<file path="config.mk">
export PLATFORM = sky130hd
export DESIGN_NAME = bin2bcd_seq
export DESIGN_NICKNAME = d
export VERILOG_FILES = /design/src/rtl/bin2bcd_seq.sv
export SDC_FILE = /design/constraint.sdc
export NUM_CORES = 1
export LEC_CHECK = 0
export CAP_MARGIN = 30
export CORE_MARGIN = 4
export CORE_UTILIZATION = 54
export CTS_BUF_LIST = sky130_fd_sc_hd__clkbuf_16
export DETAILED_ROUTE_END_ITERATION = 16
export GPL_ROUTABILITY_DRIVEN = 0
export PLACE_DENSITY = 0.89
export SLEW_MARGIN = 15
export SYNTH_ARGS = -nofsm -noshare
export SYNTH_HDL_FRONTEND = slang
export SYNTH_SLANG_ARGS = --single-unit
</file>
<file path="constraint.sdc">
create_clock -name clk -period 2.1 [get_ports clk]
set_input_delay 0.525 -clock clk [delete_from_list [all_inputs] [get_ports clk]]
set_output_delay 0.525 -clock clk [all_outputs]
set_load 0.005 [all_outputs]
</file>
<file path="src/rtl/bin2bcd_seq.sv">
`default_nettype none
// ============================================================================
// bin2bcd_seq : sequential 7-bit binary to 2-digit packed BCD (double dabble)
// Rev 1.0
// ============================================================================
module bin2bcd_seq #(
  parameter int SATURATE = 1
) (
  input  logic       clk,
  input  logic       rst,
  input  logic       start,
  input  logic [6:0] bin,
  output logic       busy,
  output logic       done,
  output logic [7:0] q,
  output logic       ovf
);

  typedef enum logic [1:0] {
    IDLE  = 2'd0,
    SHIFT = 2'd1,
    DONE  = 2'd2
  } state_t;

  localparam logic [2:0] c_ITER = 3'd7;
  localparam logic [7:0] c_SAT  = 8'h99;

  state_t      r_state;
  logic [6:0]  r_bin;
  logic [11:0] r_bcd;
  logic [2:0]  r_cnt;

  logic [11:0] w_adj;
  logic        w_ovf;
  logic [7:0]  w_q;

  always_comb begin
    for (int d = 0; d < 3; d++) begin
      w_adj[d*4 +: 4] = (r_bcd[d*4 +: 4] >= 4'd5) ? r_bcd[d*4 +: 4] + 4'd3
                                                   : r_bcd[d*4 +: 4];
    end
  end

  // Hundreds digit is at most 1 for a 7-bit input, so any nonzero value means >99.
  assign w_ovf = |r_bcd[11:8];
  assign w_q   = (w_ovf && (SATURATE != 0)) ? c_SAT : r_bcd[7:0];

  always_ff @(posedge clk) begin
    if (rst) begin
      r_state <= IDLE;
      r_bin   <= 7'd0;
      r_bcd   <= 12'd0;
      r_cnt   <= 3'd0;
      busy    <= 1'b0;
      done    <= 1'b0;
      q       <= 8'h00;
      ovf     <= 1'b0;
    end else begin
      case (r_state)
        IDLE: begin
          done <= 1'b0;
          if (start) begin
            r_bin   <= bin;
            r_bcd   <= 12'd0;
            r_cnt   <= c_ITER;
            busy    <= 1'b1;
            r_state <= SHIFT;
          end
        end
        SHIFT: begin
          if (r_cnt != 3'd0) begin
            r_bcd <= {w_adj[10:0], r_bin[6]};
            r_bin <= {r_bin[5:0], 1'b0};
            r_cnt <= r_cnt - 3'd1;
          end else begin
            q       <= w_q;
            ovf     <= w_ovf;
            done    <= 1'b1;
            r_state <= DONE;
          end
        end
        DONE: begin
          done    <= 1'b0;
          busy    <= 1'b0;
          r_state <= IDLE;
        end
        default: begin
          done    <= 1'b0;
          busy    <= 1'b0;
          r_state <= IDLE;
        end
      endcase
    end
  end

endmodule
`default_nettype wire

</file>
==> results.py, run 1 <==
metrics = {
    "run_status": {
        "status": "finished clean",
    },
    "clock_network": {
        "h-tree-depth": 2,
        "cts_buffers": 5,
        "clk_pin_slew_worst_paths_ns": 0.05,
        "cts_setup_buffers": 0,
        "cts-resized-gates": 0,
        "cts_sinks": 35,
        "tritoncts": "yes",
        "cts-root-buf": "clkbuf_16",
        "clkLatencyLatePin_ns": 0.28,
        "cts_hold_buffers": 0,
        "cts.path.max_buffers": 2,
    },
    "cells_and_area": {
        "mostFrequentLayoutCell": "dfxtp_1",
        "syn_to_final_growth_pct": 23.5,
        "drive_gt1_frac": 0.117,
        "antennaDiodeCount": 0,
        "layout.nets": 216,
        "final_cell_mix": "dfxtp_1 (35), nor2_1 (22), clkdlybuf4s50_1 (20)",
        "n_fill_cell": 201,
    },
    "synthesis": {
        "synth_cell_types": 36,
        "synth.net_count": 190,
        "synth_warnings": 0,
        "synth_area_um2": 1620,
        "yosysTopAreaCell": "dfxtp_1",
        "syn_inst": 171,
        "seq_area_frac_synth": 0.434,
        "avgSynthCellArea_um2": 9.45,
        "yosys_register_bits": 35,
        "synth_area_leaders": "dfxtp_1 (43%), ha_1 (7.0%), nor2_1 (5.1%)",
        "synth_top_area_share": 0.434,
    },
    "timing": {
        "hold_ws_ns": 0.470,
        "max_freq_mhz": 560,
        "skew_ns": 0.00682,
        "finalHoldViolations": 0,
        "period_share": 0.850,
        "fin_crit_ns": 1.78,
        "slew_headroom": 0.607,
        "rsz0062_at_grt": "false",
        "finalWorstSetupSlack_ns": 0.316,
        "finalSetupViolCount": 0,
        "tightest_slew_ns": 0.588,
        "slew_violations": 0,
        "finalSetupTns_ns": 0,
    },
    "worst_setup_path": {
        "cp.arrival_ns": 2.00,
        "r2r_cells": 6,
        "start_kind": "flip-flop",
        "crit_chain": "inv_1 > ha_1 > nor2b_1 > o21ai_4 > nor2_1 > a22o_1",
        "path_class": "reg -> reg",
        "slowest_delay_ns": 0.46,
        "crit_slowest_cell": "nor2_1",
        "cp-end-kind": "flip-flop",
        "crit_required_ns": 2.31,
        "crit_fanout": 8,
    },
    "hold_path": {
        "hold_depth": 2,
        "hp-class": "reg -> reg",
    },
    "detailed_routing": {
        "ant_nets": 0,
        "drt_iter0_drc": 97,
        "firstDrtPassIters": 4,
        "post_drt_wl_per_cell_um": 16.8,
        "vias": 1363,
        "drc": 0,
        "routed_wirelength_um": 3840,
        "vias_per_cell": 5.98,
    },
    "pwr": {
        "cellPowerDensity_nw_per_um2": 866,
        "leakage_nw": 0.779,
        "irDropWorstVdd_mv": 0.678,
    },
    "global_route": {
        "grt_pass1_wl_um": 6530,
        "antenna_found_initial": 0,
        "grt-ovfl-total": 0,
        "grt_max_degree": 18,
        "grt_pass1_vias": 1411,
        "grt.total_usage": 0.214,
    },
    "placement": {
        "hpwl_um": 2650,
        "pre_cts_ws_ns": 0.0621,
        "io_buffers": 20,
    },
    "die": {
        "fp-row-count": 19,
        "die_width_um": 62.7,
        "die_area_um2": 3930,
        "die_h_um": 62.7,
        "core_area_um2": 2810,
        "initial_core_util": 0.576,
        "io_pins": 21,
    },
    "run": {
        "drv_cap": 0,
    },
}
[kinds of logic after synthesis]
family / share of synthesized area
xor gates and xnor gates: 0.0271
DFF: 0.434
buffers and inverters: 0.0542
and+or+nand+nor: 0.186
adders and majority gates: 0.0697
muxes: 0.0186
AOI/OAI and AO/OA: 0.211
[cell usage after synthesis]
library cell and count:
o21ai_0 4, a21oi_1 9, a22o_1 6, a221oi_1 1, dfxtp_1 35, buf_4 3
o21ai_4 1, and4bb_2 1, a31oi_1 1, mux2i_1 3, nand2b_1 5, a211oi_1 1
nor3_1 3, ha_1 9, a311oi_1 2, a21oi_2 1, nor3b_1 1, nor2_4 1
a22oi_1 7, a311oi_2 4, and3_1 1, o22ai_1 4, nand3_1 5, nor2_1 22
nor2b_1 2, nand2b_4 1, xnor2_1 5, clkbuf_1 2, a32o_1 2, inv_1 10
or3b_4 1, buf_8 1, nand2_1 13, nor4_1 2, nor3_2 1, buf_2 1
[worst max-delay path, delay by kind of cell (launching register included)]
kind	cells	cell delay, ns
AND/OR/NAND/NOR	2	0.74
AO/OA/AOI/OAI	2	0.35
flip-flops	1	0.30
adder cells (fa/ha/maj)	1	0.22
buffers and inverters	1	0.11
[layer usage]
metal / wire (um) / global-route usage / vias to the layer above
met5: 0 / 0 / -
met3: 277 / 0.0737 / 10
met2: 1830 / 0.341 / 53
li1: - / - / 655
met1: 1650 / 0.253 / 645
met4: 79 / 0.110 / 0
[stage by stage]
step / utilization / std cells / power [mW] / cell area, um^2
6_report: 0.711 / 228 / 1.73 / 2000
5_1_grt: 0.711 / 228 / 1.82 / 2000
4_1_cts: 0.711 / 228 / 1.74 / 2000
3_5_place_dp: 0.664 / 221 / 1.05 / 1860
3_3_place_gp: 0.664 / 221 / 1.03 / 1860
2_1_floorplan: - / 171 / 0.945 / 1620
[path summary, 6_finish.rpt]
path | from | to | slack, ns
hold reg to reg | r_bin[6] | r_bin[6] | 0.47
setup reg to reg | r_cnt[0] | r_bcd[10] | 0.32
setup / recovery | r_cnt[0] | r_bcd[10] | 0.32
hold / removal | r_bin[6] | r_bin[6] | 0.47
[final cells by class]
type	instances	area [um^2]	area share
clock buffers	5	125	0.0627
clock inverters	2	8.76	0.00439
well taps	31	38.8	0.0194
flip-flops and latches	35	701	0.351
multi-input cells	119	827	0.414
inverters	10	37.5	0.0188
repair buffers	26	258	0.129
[power breakdown]
group | total [mW] | leakage [nW] | internal, mW | switching, mW
Clock | 0.686 | 0.0671 | 0.425 | 0.261
Combinational | 0.306 | 0.426 | 0.136 | 0.170
Sequential | 0.735 | 0.285 | 0.708 | 0.0271
[flip-flops by register name, summed over array words and instances, names as in the netlist]
name	count
r_bcd	12
q	8
r_bin	7
r_cnt	3
r_state	2
busy	1
done	1
ovf	1
No activity file was read; power rests on OpenSTA's default activity.
==> run 2: changes to the inputs <==
- clock period: 2.1 -> 1.79 ns (I/O delays scaled with it)
==> results.py, run 2 (synthesis gave the netlist of run 1 again) <==
metrics = {
    "cells_and_area": {
        "largest_register_ffs": 12,
        "layout.nets": 220,
        "antennaDiodeCount": 0,
        "largestRegisters": "r_bcd x12, q x8, r_bin x7",
        "mostFrequentLayoutCell": "dfxtp_1",
        "syn_to_final_growth_pct": 27.8,
        "final_cell_mix": "dfxtp_1 (35), nor2_1 (21), clkdlybuf4s50_1 (20)",
        "top_register": "r_bcd",
        "drive_gt1_frac": 0.144,
    },
    "pwr": {
        "cellPowerDensity_nw_per_um2": 1070,
        "total_power_mw": 2.21,
        "irDropWorstVdd_mv": 0.799,
        "leakage_nw": 0.816,
    },
    "worst_setup_path": {
        "crit_chain": "clkdlybuf4s50_1 > nor3b_1 > a21oi_2 > buf_4 > o21ai_0 > a21oi_1",
        "crit_required_ns": 1.95,
        "cp.arrival_ns": 1.83,
        "cp-end-kind": "flip-flop",
        "slowest_delay_ns": 0.48,
        "path_class": "in -> reg",
        "crit_slowest_cell": "clkdlybuf4s50_1",
        "start_kind": "input port",
        "crit_fanout": 5,
    },
    "clock_network": {
        "h-tree-depth": 2,
        "cts-resized-gates": 0,
        "cts_setup_buffers": 0,
        "cts_hold_buffers": 0,
        "clk_pin_slew_worst_paths_ns": 0.05,
        "cts.path.max_buffers": 2,
        "cts_buffers": 5,
        "cts-root-buf": "clkbuf_16",
        "tritoncts": "yes",
        "cts_sinks": 35,
        "clkLatencyLatePin_ns": 0.28,
    },
    "die": {
        "initial_core_util": 0.576,
        "fp-row-count": 19,
        "die_area_um2": 3930,
        "core_area_um2": 2810,
        "die_width_um": 62.7,
        "die_h_um": 62.7,
        "io_pins": 21,
    },
    "timing": {
        "max_freq_mhz": 598,
        "rsz0062_at_grt": "false",
        "finalSetupViolCount": 0,
        "slew_headroom": 0.729,
        "period_share": 0.934,
        "finalWorstSetupSlack_ns": 0.118,
        "skew_ns": 0.00679,
        "fin_crit_ns": 1.67,
        "finalHoldViolations": 0,
        "tightest_slew_ns": 0.405,
        "slew_violations": 0,
    },
    "detailed_routing": {
        "drc": 0,
        "ant_nets": 0,
        "wl_met3_um": 260,
        "drt_iter0_drc": 103,
        "wl_met2_um": 1860,
        "wirelength_met1_um": 1660,
        "routed_wirelength_um": 3860,
        "vias_per_cell": 5.98,
        "firstDrtPassIters": 4,
        "routed.top_layer": "met4",
        "vias": 1394,
        "post_drt_wl_per_cell_um": 16.6,
    },
    "global_route": {
        "antenna_found_initial": 0,
        "grt-ovfl-total": 0,
        "grt_pass1_wl_um": 6840,
        "grt.total_usage": 0.224,
        "grt_max_degree": 17,
        "grt_pass1_vias": 1416,
    },
    "placement": {
        "io_buffers": 20,
        "hpwl_um": 2650,
        "pre_cts_ws_ns": -0.186,
    },
    "hold_path": {
        "hp-class": "reg -> reg",
    },
    "run_status": {
        "status": "finished clean",
    },
    "run": {
        "drv_cap": 0,
    },
}
run 2: area by class of cell:
cell class,instances,area (um^2)
Multi-Input combinational cell,119,836
Fill cell,207,741
Sequential cell,35,701
Timing Repair Buffer,30,288
Clock buffer,5,125
Clock inverter,3,38.8
Tap cell,31,38.8
Inverter,10,37.5
run 2: worst paths after layout:
kind / start / endpoint / slack (ns) / depth (start not counted)
max: start / r_bcd[3] / 0.12 / 6
min: r_bin[6] / r_bin[6] / 0.46 / 2
max reg2reg: r_cnt[0] / q[4] / 0.12 / 6
min reg2reg: r_bin[6] / r_bin[6] / 0.46 / 2
run 2: report_power, final:
part	leakage (nW)	internal (mW)	switching (mW)	total, mW
clock network	0.0812	0.648	0.307	0.955
registers	0.285	0.831	0.0316	0.863
logic	0.449	0.181	0.209	0.390
total	0.816	1.66	0.547	2.21
run 2: worst max-delay path, delay by kind of cell:
family,cells,cell delay [ns]
buffers and inverters,2,0.66
AND/OR/NAND/NOR,1,0.37
AO/OA/AOI/OAI,3,0.36
run 2: stage by stage:
step | hold WS (ns) | instances | cell area, um^2 | utilization | TNS, ns
3_5_place_dp | 0.450 | 225 | 1890 | 0.674 | -2.28
4_1_cts | 0.456 | 233 | 2060 | 0.733 | 0
6_report | 0.457 | 233 | 2060 | 0.736 | 0
5_1_grt | 0.474 | 233 | 2060 | 0.736 | 0
2_1_floorplan | 0.437 | 171 | 1620 | - | 0
3_3_place_gp | 0.446 | 225 | 1890 | 0.674 | -1.39
run 2: routing by layer:
layer	track usage	up-vias
li1	-	665
met1	0.273	668
met2	0.362	53
met3	0.0755	8
met4	0.0882	0
met5	0	-
==> patch 1, RTL diff (flow settings as in run 1) <==
Set the parameter `SATURATE` to 0 (it was 1).
--- a/src/rtl/bin2bcd_seq.sv
+++ b/src/rtl/bin2bcd_seq.sv
@@ -4,7 +4,7 @@
 // Rev 1.0
 // ============================================================================
 module bin2bcd_seq #(
-  parameter int SATURATE = 1
+  parameter int SATURATE = 0
 ) (
   input  logic       clk,
   input  logic       rst,
Formal check against the unedited RTL: not equivalent (a bounded check fails within 10 cycles, from zero or initial values and one cycle with rst high).
==> patch 1 against run 1 <==
  * Sequential cell count stayed put
  * First-iteration DRC count is 15% higher
  * Area after synthesis is 0.46% higher
  * Design area is 0.56% higher
  * Synthesized cell count is 3.5% higher
  * Setup slack worse by 0.14 ns
  * Total power is 2.5% lower
  * Wire length is 6.8% lower
==> patch 1: results (changes against run 1) <==
Gr usage total: 19.71% (-1.7 points)
Data arrival time of the worst path: 2.15 ns (+0.15 ns)
Global-route wire length before repair: 6.078 mm (-7.0%)
Worst R2R Start: r_cnt[0]$_SDFFE_PP0P_
Ranking of synthesized cells by area: dfxtp_1, ha_1, nand2_1, a21oi_1, a311oi_2
1st-iter DRT viols: 112 (+15%)
Layout cells sized above 1: 13.30% (+1.6 points)
Crit-path max cell delay: 0.50 ns (+0.04 ns)
Fill count: 203 (+1.0%)
Worst Hold Launch: r_bin[6]$_SDFFE_PP0P_
Nets@finish: 222 (+2.8%)
LEAKAGE: 0.7607 nW (-2.3%)
Worst-Margin Slew: 0.5876 ns (+0.00008464 ns)
CP max-delay cell: nor2b_1
Reg2Reg Setup Slack: 0.18 ns (-0.14 ns)
Post-synthesis cell type count: 33 (-8.3%)
Largest net degree at the start of global routing: 16 (-2)
Maximum vdd drop: 0.6354 mV (-6.3%)
Synth top cells by count: dfxtp_1, nand2_1, a21oi_1, inv_1, nor2_1
Pre-CTS setup slack: 0.08693 ns (+0.02481 ns)
Syn Nets: 196 (+3.2%)
Status: finished clean
Number of enable flip-flop cells after synthesis: 0 (unchanged)
Gr ovfl total: 0 (unchanged)
Sequential-to-total area share from yosys stat: 43.18% (-0.20 points)
Vias: 1322 (-3.0%)
Worst Skew: 0.005518 ns (-0.001305 ns)
WL final: 3.574 mm (-6.8%)
Detailed placement HPWL: 2.544 mm (-4.2%)
-- patch 1: final cells by class --
type	count	area [um^2]	area share, %
clock inverters	2	8.758	0.4364
flip-flops and latches	35	700.7	34.91
well taps	31	38.79	1.933
repair buffers	26	257.7	12.84
clock buffers	5	125.1	6.234
multi-input cells	125	838.3	41.77
inverters	10	37.54	1.870
-- patch 1: stage by stage --
| step | hold WS, ns | power [mW] | area (um^2) | util [%] | cells |
|---|---|---|---|---|---|
| 3_3_place_gp | 0.4431 | 0.9963 | 1873 | 66.77 | 227 |
| 3_5_place_dp | 0.4501 | 1.011 | 1873 | 66.77 | 227 |
| 2_1_floorplan | 0.4368 | 0.9257 | 1623 | - | 177 |
| 5_1_grt | 0.4662 | 1.758 | 2007 | 71.54 | 234 |
| 6_report | 0.4564 | 1.684 | 2007 | 71.54 | 234 |
| 4_1_cts | 0.4587 | 1.693 | 2007 | 71.54 | 234 |
-- patch 1: how the worst max path moves through the flow --
stage	end	cells after the start	slack, ns	start
finish	r_bcd[10]$_SDFFE_PP0P_	6	0.18	r_cnt[0]$_SDFFE_PP0P_
global route	r_bcd[10]$_SDFFE_PP0P_	6	0.05	r_cnt[0]$_SDFFE_PP0P_
CTS	r_bcd[10]$_SDFFE_PP0P_	6	0.20	r_cnt[0]$_SDFFE_PP0P_
detailed placement	r_bin[3]$_SDFFE_PP0P_	6	0.09	start
global placement	r_bcd[5]$_SDFFE_PP0P_	5	0.12	start
floorplan	r_bcd[10]$_SDFFE_PP0P_	4	0.62	start
-- patch 1: logic make-up after synthesis --
family	count (synthesis)	synth area share, %
xor gates and xnor gates	5	2.698
muxes	3	1.850
buffers and inverters	17	5.166
and+or+nand+nor	64	19.58
DFF	35	43.18
AOI/OAI and AO/OA	44	20.59
adders and majority gates	9	6.939
-- patch 1: layer usage --
layer	up-vias	global-route usage, %	share of wire [%]
li1	666	-	-
met1	622	23.31	43
met2	28	33.69	51
met3	6	6.475	4.6
met4	0	6.061	1.3
met5	-	0	0
-- patch 1: where the power goes --
| group | switching, mW | internal [mW] | leakage [nW] |
|---|---|---|---|
| Clock | 0.258 | 0.425 | 0.0671 |
| Sequential | 0.0246 | 0.701 | 0.285 |
| Combinational | 0.160 | 0.116 | 0.409 |
-- patch 1: tightest hold or removal path, cell delays in order, from the launching register on --
cell,delay (ns)
dfxtp_1,0.30
nand2_1,0.05
a21oi_1,0.05
==> patch 2, RTL diff (flow settings as in run 1) <==
Made on the original files. Encoding of `state_t`: now one-hot (3 bits for 3 states).
--- a/src/rtl/bin2bcd_seq.sv
+++ b/src/rtl/bin2bcd_seq.sv
@@ -16,10 +16,10 @@
   output logic       ovf
 );
 
-  typedef enum logic [1:0] {
-    IDLE  = 2'd0,
-    SHIFT = 2'd1,
-    DONE  = 2'd2
+  typedef enum logic [2:0] {
+    IDLE  = 3'b001,
+    SHIFT = 3'b010,
+    DONE  = 3'b100
   } state_t;
 
   localparam logic [2:0] c_ITER = 3'd7;
Formal check against the unedited RTL: no difference found for any inputs over 10 cycles, from zero or initial values and one cycle with rst high; not proved beyond that.
==> patch 2 against run 1 <==
  * Area after synthesis up 7.2%
  * Die area grew 6.3%
  * Setup slack got worse by 0.12 ns
  * Clock power rose by 23%
  * Wire length down 4.3%
  * Largest power group is now clock
  * Cell count increased by 15%
  * Count of clock-buffer cells in the layout did not move
  * Design area grew 6.1%
  * Highest routed layer unchanged
  * Largest cell class unchanged
  * Sequential cell count rose by 1
  * Total power fell by 0.51%
==> patch 2: results (changes against run 1) <==
Compound-cell area share of the yosys netlist: 18.50% (-2.6 points)
CP top delay family: compound AO/OA/AOI/OAI gates
Comb power: 153 uW (-50%)
H-tree depth: 2 (unchanged)
Crit-path max FO: 11 (+3)
Ranking of synthesized cells by area: dfxtp_1, ha_1, nand2_1, a21oi_1, o21ai_0
DP Area: 0.001951 mm^2 (+4.8%)
Sequential-to-total area share from yosys stat: 41.62% (-1.8 points)
Detailed placement HPWL: 2.394 mm (-9.8%)
Data arrival time of the worst path: 2.11 ns (+0.11 ns)
Mux cell area share after synthesis: 4.263% (+2.4 points)
Switching Share: 22.11% (-4.4 points)
Worst hold slack: 0.4578 ns (-0.01190 ns)
Post-synthesis xor/xnor area fraction: 1.517% (-1.2 points)
Post-synthesis cell type count: 39 (+8.3%)
Setup CP Type: in -> reg
Layout cells sized above 1: 10.50% (-1.2 points)
Gr usage total: 19.27% (-2.1 points)
Routing usage on met3: 4.853% (-2.5 points)
Crit path launch: start
DR WL/cell: 13.96 um (-17%)
Initial antenna violation count: 0 (unchanged)
Worst Skew: 0.005117 ns (-0.001706 ns)
Worst Hold Launch: r_bcd[9]$_SDFFE_PP0P_
Met1 Track Usage GR: 23.76% (-1.6 points)
Nets@finish: 237 (+9.7%)
GR Layer Usage met2: 32.47% (-1.6 points)
Clock power share: 49.0% (+9.3 points)
Relative slew slack: 51.48% (-9.2 points)
Met2 Wirelength: 1.805 mm (-1.1%)
Fill count: 240 (+19%)
LEAKAGE: 0.8068 nW (+3.6%)
Count leader, synth: dfxtp_1
Routed wl met3: 163 um (-41%)
Crit-path max cell delay: 0.58 ns (+0.12 ns)
Syn Nets: 215 (+13%)
Vias in the first global route: 1418 (+0.50%)
DR top layer: met4
Adder-cell area share of the yosys netlist: 6.503% (-0.47 points)
Status: finished clean
Vias: 1469 (+7.8%)
CP max-delay cell: a211oi_2
Global-route wire length before repair: 6.348 mm (-2.8%)
Top Registers: r_bcd (12), q (8), r_bin (7)
Maximum clock rate: 0.5238 GHz (-6.5%)
WHS Endpoint: r_bcd[9]$_SDFFE_PP0P_
Psw: 380.0 uW (-17%)
1st-iter DRT viols: 148 (+53%)
==> patch 2: cell type report <==
class / instances / area [um^2] / share of cell area [%]
Tap cell: 44 / 55.05 / 2.599
Multi-Input combinational cell: 141 / 903.4 / 42.65
Inverter: 9 / 33.78 / 1.595
Clock inverter: 3 / 42.54 / 2.008
Timing Repair Buffer: 25 / 237.7 / 11.22
Sequential cell: 36 / 720.7 / 34.02
Clock buffer: 5 / 125.1 / 5.907
==> patch 2: metrics by stage <==
step                TNS [ns]  utilization (%)  cells  setup WS [ns]
CTS                        0            69.39    263         0.1802
finish                     0            69.39    263         0.1907
global placement           0            63.89    255        0.02415
floorplan                  0                -    196         0.6608
detailed placement   -0.4546            63.89    255       -0.07767
global route               0            69.39    263        0.06466
==> patch 2: worst min-delay path, delay by kind of cell (launching register included) <==
kind,cells,cell delay [ns]
flops,1,0.32
compound gates,1,0.06
simple gates,1,0.04
